==> src/rtl/hex_entry_ctrl.sv <==
// Hex entry controller: debounced pushbuttons build a 24-bit value nibble by nibble and commit it
// to the display / matrix path. Optional backspace key is enabled with `define HEX_ENTRY_BACKSPACE_EN.
module hex_entry_ctrl #(
  parameter int DEBOUNCE_CYCLES = 500000,
  parameter int TOGGLE_CYCLES   = 25000000
) (
  input  logic        clk,
  input  logic        rst_n,
  input  logic [3:0]  sw_nibble,
  input  logic        key_load_n,
  input  logic        key_commit_n,
  input  logic        key_clear_n,
`ifdef HEX_ENTRY_BACKSPACE_EN
  input  logic        key_back_n,
`endif
  input  logic        auto_sel,
  output logic [3:0]  HEX0a,
  output logic [3:0]  HEX1a,
  output logic [3:0]  HEX2a,
  output logic [3:0]  HEX3a,
  output logic [3:0]  HEX4a,
  output logic [3:0]  HEX5a,
  output logic [3:0]  HEX0b,
  output logic [3:0]  HEX1b,
  output logic [3:0]  HEX2b,
  output logic [3:0]  HEX3b,
  output logic [3:0]  HEX4b,
  output logic [3:0]  HEX5b,
  output logic        select,
  output logic [23:0] value_out,
  output logic        value_valid,
  output logic [2:0]  digit_count,
  output logic        full
);

`ifdef HEX_ENTRY_BACKSPACE_EN
  localparam int NK = 4;
`else
  localparam int NK = 3;
`endif
  localparam int K_LOAD   = 0;
  localparam int K_COMMIT = 1;
  localparam int K_CLEAR  = 2;

  localparam int DW = (DEBOUNCE_CYCLES > 1) ? $clog2(DEBOUNCE_CYCLES + 1) : 1;
  localparam int TW = $clog2(TOGGLE_CYCLES);
  localparam logic [DW-1:0] DB_MAX = DW'(DEBOUNCE_CYCLES - 1);
  localparam logic [TW-1:0] TG_MAX = TW'(TOGGLE_CYCLES - 1);

  logic [NK-1:0] w_raw_n;
  logic [NK-1:0] w_press;

`ifdef HEX_ENTRY_BACKSPACE_EN
  assign w_raw_n = {key_back_n, key_clear_n, key_commit_n, key_load_n};
`else
  assign w_raw_n = {key_clear_n, key_commit_n, key_load_n};
`endif

  for (genvar k = 0; k < NK; k++) begin : g_key
    logic          r_s1;
    logic          r_s2;
    logic          r_db;
    logic          r_db_q;
    logic          r_arm;
    logic [DW-1:0] r_cnt;

    // Synchronizer resets to "pressed" and the key is only armed once a released level is seen,
    // so a key held through reset cannot generate a press.
    always_ff @(posedge clk or negedge rst_n) begin
      if (!rst_n) begin
        r_s1   <= 1'b0;
        r_s2   <= 1'b0;
        r_db   <= 1'b1;
        r_db_q <= 1'b1;
        r_arm  <= 1'b0;
        r_cnt  <= '0;
      end else begin
        r_s1   <= w_raw_n[k];
        r_s2   <= r_s1;
        r_db_q <= r_db;
        if (r_s2) r_arm <= 1'b1;
        if (r_s2 == r_db) begin
          r_cnt <= '0;
        end else if (r_cnt == DB_MAX) begin
          r_db  <= r_s2;
          r_cnt <= '0;
        end else begin
          r_cnt <= r_cnt + 1'b1;
        end
      end
    end

    assign w_press[k] = r_arm & r_db_q & ~r_db;
  end

  logic w_clear_ev;
  logic w_commit_ev;
  logic w_load_ev;
  logic w_back_ev;

  assign w_clear_ev  = w_press[K_CLEAR];
  assign w_commit_ev = w_press[K_COMMIT] & ~w_clear_ev;
`ifdef HEX_ENTRY_BACKSPACE_EN
  assign w_back_ev   = w_press[3] & ~w_press[K_COMMIT] & ~w_clear_ev;
`else
  assign w_back_ev   = 1'b0;
`endif
  assign w_load_ev   = w_press[K_LOAD] & ~w_press[K_COMMIT] & ~w_clear_ev & ~w_back_ev;

  logic [23:0] r_entry;
  logic [23:0] r_value;
  logic [2:0]  r_count;
  logic        r_valid;

  always_ff @(posedge clk or negedge rst_n) begin
    if (!rst_n) begin
      r_entry <= '0;
      r_value <= '0;
      r_count <= '0;
      r_valid <= 1'b0;
    end else begin
      r_valid <= w_commit_ev;
      if (w_clear_ev) begin
        r_entry <= '0;
        r_count <= '0;
      end else if (w_commit_ev) begin
        r_value <= r_entry;
        r_entry <= '0;
        r_count <= '0;
      end else if (w_back_ev) begin
        if (r_count != 3'd0) begin
          r_entry <= {4'h0, r_entry[23:4]};
          r_count <= r_count - 3'd1;
        end
      end else if (w_load_ev) begin
        if (r_count != 3'd6) begin
          r_entry <= {r_entry[19:0], sw_nibble};
          r_count <= r_count + 3'd1;
        end
      end
    end
  end

  logic [TW-1:0] r_tcnt;
  logic          r_sel;

  // A commit shows the b set at once and restarts the toggle period.
  always_ff @(posedge clk or negedge rst_n) begin
    if (!rst_n) begin
      r_tcnt <= '0;
      r_sel  <= 1'b0;
    end else if (!auto_sel) begin
      r_tcnt <= '0;
      r_sel  <= 1'b0;
    end else if (w_commit_ev) begin
      r_tcnt <= '0;
      r_sel  <= 1'b1;
    end else if (r_tcnt == TG_MAX) begin
      r_tcnt <= '0;
      r_sel  <= ~r_sel;
    end else begin
      r_tcnt <= r_tcnt + 1'b1;
    end
  end

  assign HEX0a       = r_entry[3:0];
  assign HEX1a       = r_entry[7:4];
  assign HEX2a       = r_entry[11:8];
  assign HEX3a       = r_entry[15:12];
  assign HEX4a       = r_entry[19:16];
  assign HEX5a       = r_entry[23:20];
  assign HEX0b       = r_value[3:0];
  assign HEX1b       = r_value[7:4];
  assign HEX2b       = r_value[11:8];
  assign HEX3b       = r_value[15:12];
  assign HEX4b       = r_value[19:16];
  assign HEX5b       = r_value[23:20];
  assign select      = r_sel;
  assign value_out   = r_value;
  assign value_valid = r_valid;
  assign digit_count = r_count;
  assign full        = (r_count == 3'd6);

endmodule

==> config.mk <==
export PLATFORM = sky130hd
export DESIGN_NAME = hex_entry_ctrl
export DESIGN_NICKNAME = d
export VERILOG_FILES = /design/src/rtl/hex_entry_ctrl.sv
export SDC_FILE = /design/constraint.sdc
export NUM_CORES = 1
export LEC_CHECK = 0
export BUFFER_PORTS_ARGS = -buffer_cell sky130_fd_sc_hd__buf_2
export CAP_MARGIN = 40
export CORE_MARGIN = 3
export CORE_UTILIZATION = 55
export CTS_CLUSTER_DIAMETER = 60
export DETAILED_ROUTE_END_ITERATION = 16
export PLACE_DENSITY_LB_ADDON = 0.15
export SLEW_MARGIN = 25
export SYNTH_ARGS = -nofsm -noshare
export SYNTH_HDL_FRONTEND = slang
export SYNTH_SLANG_ARGS = --single-unit
==> constraint.sdc <==
create_clock -name clk -period 2.3 [get_ports clk]
set_input_delay 0.115 -clock clk [delete_from_list [all_inputs] [get_ports clk]]
set_output_delay 0.115 -clock clk [all_outputs]
set_load 0.05 [all_outputs]
==> implementation parameters, run 1 <==
Parameter                              Value

Detailed routing
  Total via count after detailed routing    between 5000 and 6000
  Post-detailed-route DRC marker count    0
  Number of nets still failing antenna checks after routing    0
  TritonRoute pass-1 iters    4
  Via density per instance    5.44
  Routed Wire Length    approximately 14 mm
  Routed WL per cell    15.0 microns
  Number of violations reported at the end of detailed-routing iteration 0    445

Finish
  Most frequent cells in the layout    sky130_fd_sc_hd__dfrtp_1 (143), sky130_fd_sc_hd__buf_2 (86), sky130_fd_sc_hd__nand2_1 (73)
  Final cell count without fillers    927
  Most common cell after layout, fill and taps aside    sky130_fd_sc_hd__dfrtp_1
  Layout overhead on the synthesized area    17.7%
  Fraction of layout cells with a size suffix above 1    24.0%
  ANT cells    0
  Layout net count    762

STA
  Fin Setup TNS    0 ns
  Maximum operating frequency    0.454 GHz
  Final setup fails    0
  Worst max-slew margin expressed relative to the limit    52.6%
  Actual slew at the worst max-slew pin    0.709 ns
  Worst path setup slack after routing    between 0.09 and 0.1 ns
  Hold Fails Final Rpt    0
  RSZ-0062 raised after global routing    no
  Period utilisation layout    95.7%
  Final number of max-transition violations    0
  Final worst clock skew    around 0.017 ns
  Clock period minus worst slack    2.20 ns

Setup path
  CP Data Required Time    2.64 ns
  FF-to-FF Start    r_tcnt[0]
  Element type at the critical path start    flop
  End of the worst register-to-register path    r_tcnt[24]
  R2r setup slk    0.1 ns
  R2R cell count    5
  Kind of capture point of the worst setup path    flop
  Arrival time of the worst setup path    2.54 ns
  Critical path peak fanout    14
  CP Class    flop to flop

Global routing
  Number of antenna violations at the first check in global routing    0
  Global-route congestion overflow total    0
  Maximum number of pins on one net before global-route repair    62
  First-pass GRT wire length    ~24 mm
  Global-route total usage across every layer    a little over a fifth
  Vias in the first global route    5034

Floorplan
  Die span in y    between 100 and 150 microns
  Starting density of the core    56.7%
  Core Area    between 0.01 and 0.015 sq mm
  Horiz. Die Dim    118 microns
  Overall die area    roughly 0.014 sq mm
  Ports placed on the boundary    88
  Rows    40

Power
  Peak supply drop    508 uV
  Net Switching    approximately 1.1 mW
  Total power after layout    ~5.6 mW
  Fraction of power spent switching nets    between 20% and 30%
  Sequential share of power    47.5%
  Fraction of power consumed by the clock network    49.9%
  Static leakage power    3.61 nW
  Int Pwr    4.50 mW
  Power per cell area    702 mW/mm^2
  Part of the power in combinational logic    2.6%

Yosys
  Post-synthesis average cell area    10.3 sq um
  Number of enable flip-flop cells after synthesis    0
  Flop and latch count out of synthesis    150
  Post-synthesis async set-or-reset flop share    100%
  Synth Warn #    0
  Post-synthesis instance area    0.00684 sq mm
  Total nets after synthesis    approximately 680
  Synth Flop Type    sky130_fd_sc_hd__dfrtp_1
  Post-synthesis cell type count    45
  Share of the yosys chip area belonging to registers    55.0%
  Number of instances in the synthesized netlist    about 660

Worst hold path
  Hold WC Path Type    primary input to async pin

Clock network
  Clock Root Buffer    sky130_fd_sc_hd__clkbuf_16
  Clock tree sinks    150
  CTS max path bufs    2
  CTS tree    built
  Clock-pin slew on the worst setup and hold paths    0.06 ns
  Post-CTS setup-driven buffer insertion count    0
  Gates resized, CTS repair    0
  Total CTS buffers    17
  Clock latency reported for the late side of the worst-skew pair    0.43 ns
  H-Tree Level Count    4

Outcome
  Result of the run    completed

Placed design
  Pre-CTS setup slack    0.120 ns
  Last weighted congestion value of the routability-driven placer    about 0.9
  DP Cell Count    886
  DPL Wire Length    9.24 mm
  Number of buffers inserted by port buffering    87

Run
  Max Cap Violations    0
critical path, stage by stage (launching register included):
cell	delay, ns
sky130_fd_sc_hd__dfrtp_1	0.38
sky130_fd_sc_hd__ha_1	0.21
sky130_fd_sc_hd__nand2_1	0.11
sky130_fd_sc_hd__or4_1	0.69
sky130_fd_sc_hd__or4_1	0.55
sky130_fd_sc_hd__a21oi_1	0.17
worst max-delay path by stage:
stage / from / endpoint
after floorplan: digit_count[1] / r_entry[15]
after global placement: r_tcnt[0] / r_tcnt[24]
after detailed placement: r_tcnt[0] / r_tcnt[24]
after CTS: r_tcnt[0] / r_tcnt[24]
after global routing: r_tcnt[0] / r_tcnt[24]
final: r_tcnt[0] / r_tcnt[24]
state kept, by name, summed over array words and instances (netlist names):
signal / count
digit_count: 3
g_key.r_arm: 3
g_key.r_db_q: 3
g_key.r_s2: 3
select: 1
g_key.r_s1: 3
value_valid: 1
r_entry: 24
g_key.r_db: 3
r_tcnt: 25
g_key.r_cnt: 57
value_out: 24
cells by family after synthesis:
logic type,synth area share [%]
DFF,55.0
xor gates and xnor gates,6.79
buffers and inverters,5.01
and+or+nand+nor,20.6
AOI/OAI and AO/OA,7.08
muxes,4.45
adders and majority gates,1.10
cells in the mapped netlist (11+ instances only):
| cell | count | area, sq um |
|---|---|---|
| sky130_fd_sc_hd__nor4_1 | 17 | 106 |
| sky130_fd_sc_hd__nand4_1 | 20 | 125 |
| sky130_fd_sc_hd__a21oi_1 | 51 | 255 |
| sky130_fd_sc_hd__o31ai_1 | 11 | 82.6 |
| sky130_fd_sc_hd__nor2_1 | 66 | 248 |
| sky130_fd_sc_hd__xnor2_1 | 40 | 350 |
| sky130_fd_sc_hd__or3_1 | 17 | 106 |
| sky130_fd_sc_hd__nand3_1 | 27 | 135 |
| sky130_fd_sc_hd__inv_1 | 19 | 71.3 |
| sky130_fd_sc_hd__buf_4 | 24 | 180 |
| sky130_fd_sc_hd__nand2_1 | 73 | 274 |
| sky130_fd_sc_hd__or4_1 | 14 | 105 |
| sky130_fd_sc_hd__o21ai_0 | 13 | 65.1 |
| sky130_fd_sc_hd__xor2_1 | 13 | 114 |
| sky130_fd_sc_hd__dfrtp_1 | 144 | 3600 |
| sky130_fd_sc_hd__clkbuf_1 | 20 | 75.1 |
| sky130_fd_sc_hd__mux2_2 | 27 | 304 |
| sky130_fd_sc_hd__nor3_1 | 12 | 60.1 |
repair_timing:
| action | 4_1_cts | 5_1_grt |
|---|---|---|
| hold buffers | 9 | 0 |
| endpoints found under the setup margin | 0 | 0 |
| hold endpoints to repair | 66 | 0 |
layer usage:
metal	track usage (%)	routed length [microns]
met5	0	0
met2	36.9	7200
met4	7.18	205
met3	5.53	528
met1	26.3	5980
area by class of cell:
type	count	area, sq um
timing repair buffer	110	649
sequential	150	3760
multi-input combinational	448	2750
clock buffer	24	482
clock inverter	8	123
tap	168	210
inverter	19	71.3
fill	948	4010
power by group through the flow:
| stage | sequential [mW] | clock [mW] | combinational, mW |
|---|---|---|---|
| final | 2.68 | 2.82 | 0.146 |
| after global routing | 2.69 | 3.00 | 0.169 |
| after CTS | 2.68 | 2.87 | 0.151 |
| after detailed placement | 2.73 | 0 | 0.137 |
| after global placement | 2.73 | 0 | 0.132 |
| after floorplan | 2.73 | 0 | 0.0512 |
per-stage QoR:
| stage | utilization (%) | instance area, sq um | hold WS [ns] |
|---|---|---|---|
| global route | 66.7 | 8050 | 0.308 |
| floorplan | - | 6850 | -0.181 |
| finish | 66.7 | 8050 | 0.239 |
| detailed placement | 61.0 | 7350 | 0.134 |
| CTS | 66.7 | 8050 | 0.255 |
| global placement | 60.9 | 7350 | 0.123 |
Power figures use the tool's default switching activity.
==> run 2: changes to the inputs <==
--- a/config.mk
+++ b/config.mk
@@ -7,11 +7,12 @@
 export LEC_CHECK = 0
 export BUFFER_PORTS_ARGS = -buffer_cell sky130_fd_sc_hd__buf_2
 export CAP_MARGIN = 40
+export CORE_ASPECT_RATIO = 1.1
 export CORE_MARGIN = 3
 export CORE_UTILIZATION = 55
 export CTS_CLUSTER_DIAMETER = 60
 export DETAILED_ROUTE_END_ITERATION = 16
-export PLACE_DENSITY_LB_ADDON = 0.15
+export PLACE_DENSITY = 0.84
 export SLEW_MARGIN = 25
 export SYNTH_ARGS = -nofsm -noshare
 export SYNTH_HDL_FRONTEND = slang
==> constraint.sdc (replaced) <==
create_clock -name clk -period 2.6 [get_ports clk]
set_input_delay 0.13 -clock clk [delete_from_list [all_inputs] [get_ports clk]]
set_output_delay 0.13 -clock clk [all_outputs]
set_load 0.05 [all_outputs]
==> run 2 against run 1 <==
Effect of this change:
- clock skew is 0.0085 ns lower
- first-iteration DRC count is 1.8% lower
- clock-buffer cell count is 2 lower
- clock power is 17% lower
- flip-flop and latch count stayed put
- sequential share of layout area is 0.40 points higher
- total power is 14% lower
==> implementation parameters, run 2 (synthesized netlist as in run 1, its figures left out) <==
Parameter                              Value

Clock network
  H-Tree Level Count    4
  Clock Root Buffer    sky130_fd_sc_hd__clkbuf_16
  Count of hold-fix buffers inserted at cts    9
  Clock-pin slew on the worst setup and hold paths    0.06 ns
  Clock latency reported for the late side of the worst-skew pair    0.42 ns
  Total CTS buffers    17
  Post-CTS setup-driven buffer insertion count    0
  CTS tree    built
  Gates resized, CTS repair    0
  Clock tree sinks    150
  CTS max path bufs    2

Placed design
  Number of buffers inserted by port buffering    87
  DPL Wire Length    9.63 mm
  Last weighted congestion value of the routability-driven placer    approximately 0.85
  Pre-CTS setup slack    0.380 ns
  Instance area after placement    0.00730 sq mm
  DP Cell Count    868

Power
  Static leakage power    around 3.6 nW
  Power per cell area    608 mW/mm^2
  Total power after layout    4.85 mW
  Peak supply drop    537 uV

Finish
  Layout net count    759
  ANT cells    0
  Most frequent cells in the layout    sky130_fd_sc_hd__dfrtp_1 (144), sky130_fd_sc_hd__buf_2 (86), sky130_fd_sc_hd__nand2_1 (73)
  Most flop-heavy register    g_key.r_cnt
  Fraction of layout cells with a size suffix above 1    between 20% and 30%
  Final core utilization    between 60% and 70%
  Multi-input logic area    0.00275 sq mm
  Layout overhead on the synthesized area    16.6%
  Post-layout instance area    about 0.008 sq mm
  Number of flip-flops under the largest register name    57
  Largest registers in the final layout    g_key.r_cnt: 57 flops, r_tcnt: 25 flops
  Most common cell after layout, fill and taps aside    sky130_fd_sc_hd__dfrtp_1
  Register area    around 0.0038 sq mm
  Final cell count without fillers    ~900
  Number of filler cells placed in the layout    913

Global routing
  Global-route total usage across every layer    21.2%
  Number of antenna violations at the first check in global routing    0
  Maximum number of pins on one net before global-route repair    74
  Global-route congestion overflow total    0
  First-pass GRT wire length    23.5 mm
  Vias in the first global route    5133

Setup path
  Element type at the critical path start    flop
  Largest stage delay on the critical path    approximately 0.70 ns
  Critical path buffers and inverters    0
  Crit path cell chain    ha_1, nand2_1, or4_1, or4_1, a21oi_1
  Critical path peak fanout    14
  CP Data Required Time    2.95 ns
  Most numerous cell on the critical path    sky130_fd_sc_hd__or4_1
  Critical path's slowest cell    sky130_fd_sc_hd__or4_1
  Kind of capture point of the worst setup path    flop
  Cell class contributing the biggest share of worst-path delay    simple AND/OR/NAND/NOR gates
  Arrival time of the worst setup path    about 2.6 ns
  CP Class    flop to flop

STA
  Final number of max-transition violations    0
  Fin Setup TNS    0 ns
  Final worst clock skew    0.00847 ns
  Worst path setup slack after routing    approximately 0.4 ns
  Hold Fails Final Rpt    0
  Clock period minus worst slack    2.21 ns
  Period utilisation layout    84.9%
  Maximum operating frequency    approximately 0.45 GHz
  Final setup fails    0
  Hold Worst Slack    0.288 ns
  Actual slew at the worst max-slew pin    0.650 ns
  Worst max-slew margin expressed relative to the limit    between 50% and 60%
  RSZ-0062 raised after global routing    no

Floorplan
  Horiz. Die Dim    112 microns
  Rows    42
  Ports placed on the boundary    88
  Starting density of the core    56.6%
  Overall die area    0.0138 sq mm
  Die span in y    123 microns
  Core Area    between 0.01 and 0.015 sq mm

Detailed routing
  Number of violations reported at the end of detailed-routing iteration 0    437
  TritonRoute pass-1 iters    4
  Via density per instance    5.70
  Total via count after detailed routing    between 5000 and 6000
  Routed WL per cell    15.7 microns
  Number of nets still failing antenna checks after routing    0
  Routed Wire Length    roughly 14 mm
  Post-detailed-route DRC marker count    0

Outcome
  Result of the run    completed

Run
  Max Cap Violations    0

Worst hold path
  Hold WC Path Type    primary input to async pin
## run 2: layout make-up
class,instances,area share (%)
repair buffers,107,7.95
well taps,154,2.42
clock inverters,10,1.30
flip-flops and latches,150,47.1
inverters,19,0.894
multi-input cells,448,34.5
clock buffers,22,5.82
## run 2: layer usage
metal / wire length [microns] / up-vias / track usage (%)
li1: - / 2453 / -
met3: 841 / 16 / 6.02
met4: 140 / 0 / 8.94
met2: 7330 / 152 / 35.9
met5: 0 / - / 0
met1: 5960 / 2566 / 25.5
## run 2: path summary, 6_finish.rpt
check	depth (start not counted)	endpoint	startpoint	slack, ns
worst max-delay path	5	r_tcnt[24]	r_tcnt[0]	0.39
worst min-delay path	2	r_tcnt[22]	rst_n	0.29
worst max register to register	5	r_tcnt[24]	r_tcnt[0]	0.39
worst min register to register	0	g_key[0].r_s2	g_key[0].r_s1	0.35
max in group asynchronous	3	g_key[2].r_db_q	rst_n	1.43
min in group clk	2	g_key[2].r_s1	key_clear_n	0.34
## run 2: where the power goes
group          total (mW)  internal (mW)  switching (mW)
combinational       0.125         0.0403          0.0848
sequential           2.38           2.36          0.0192
clock                2.35           1.45           0.902
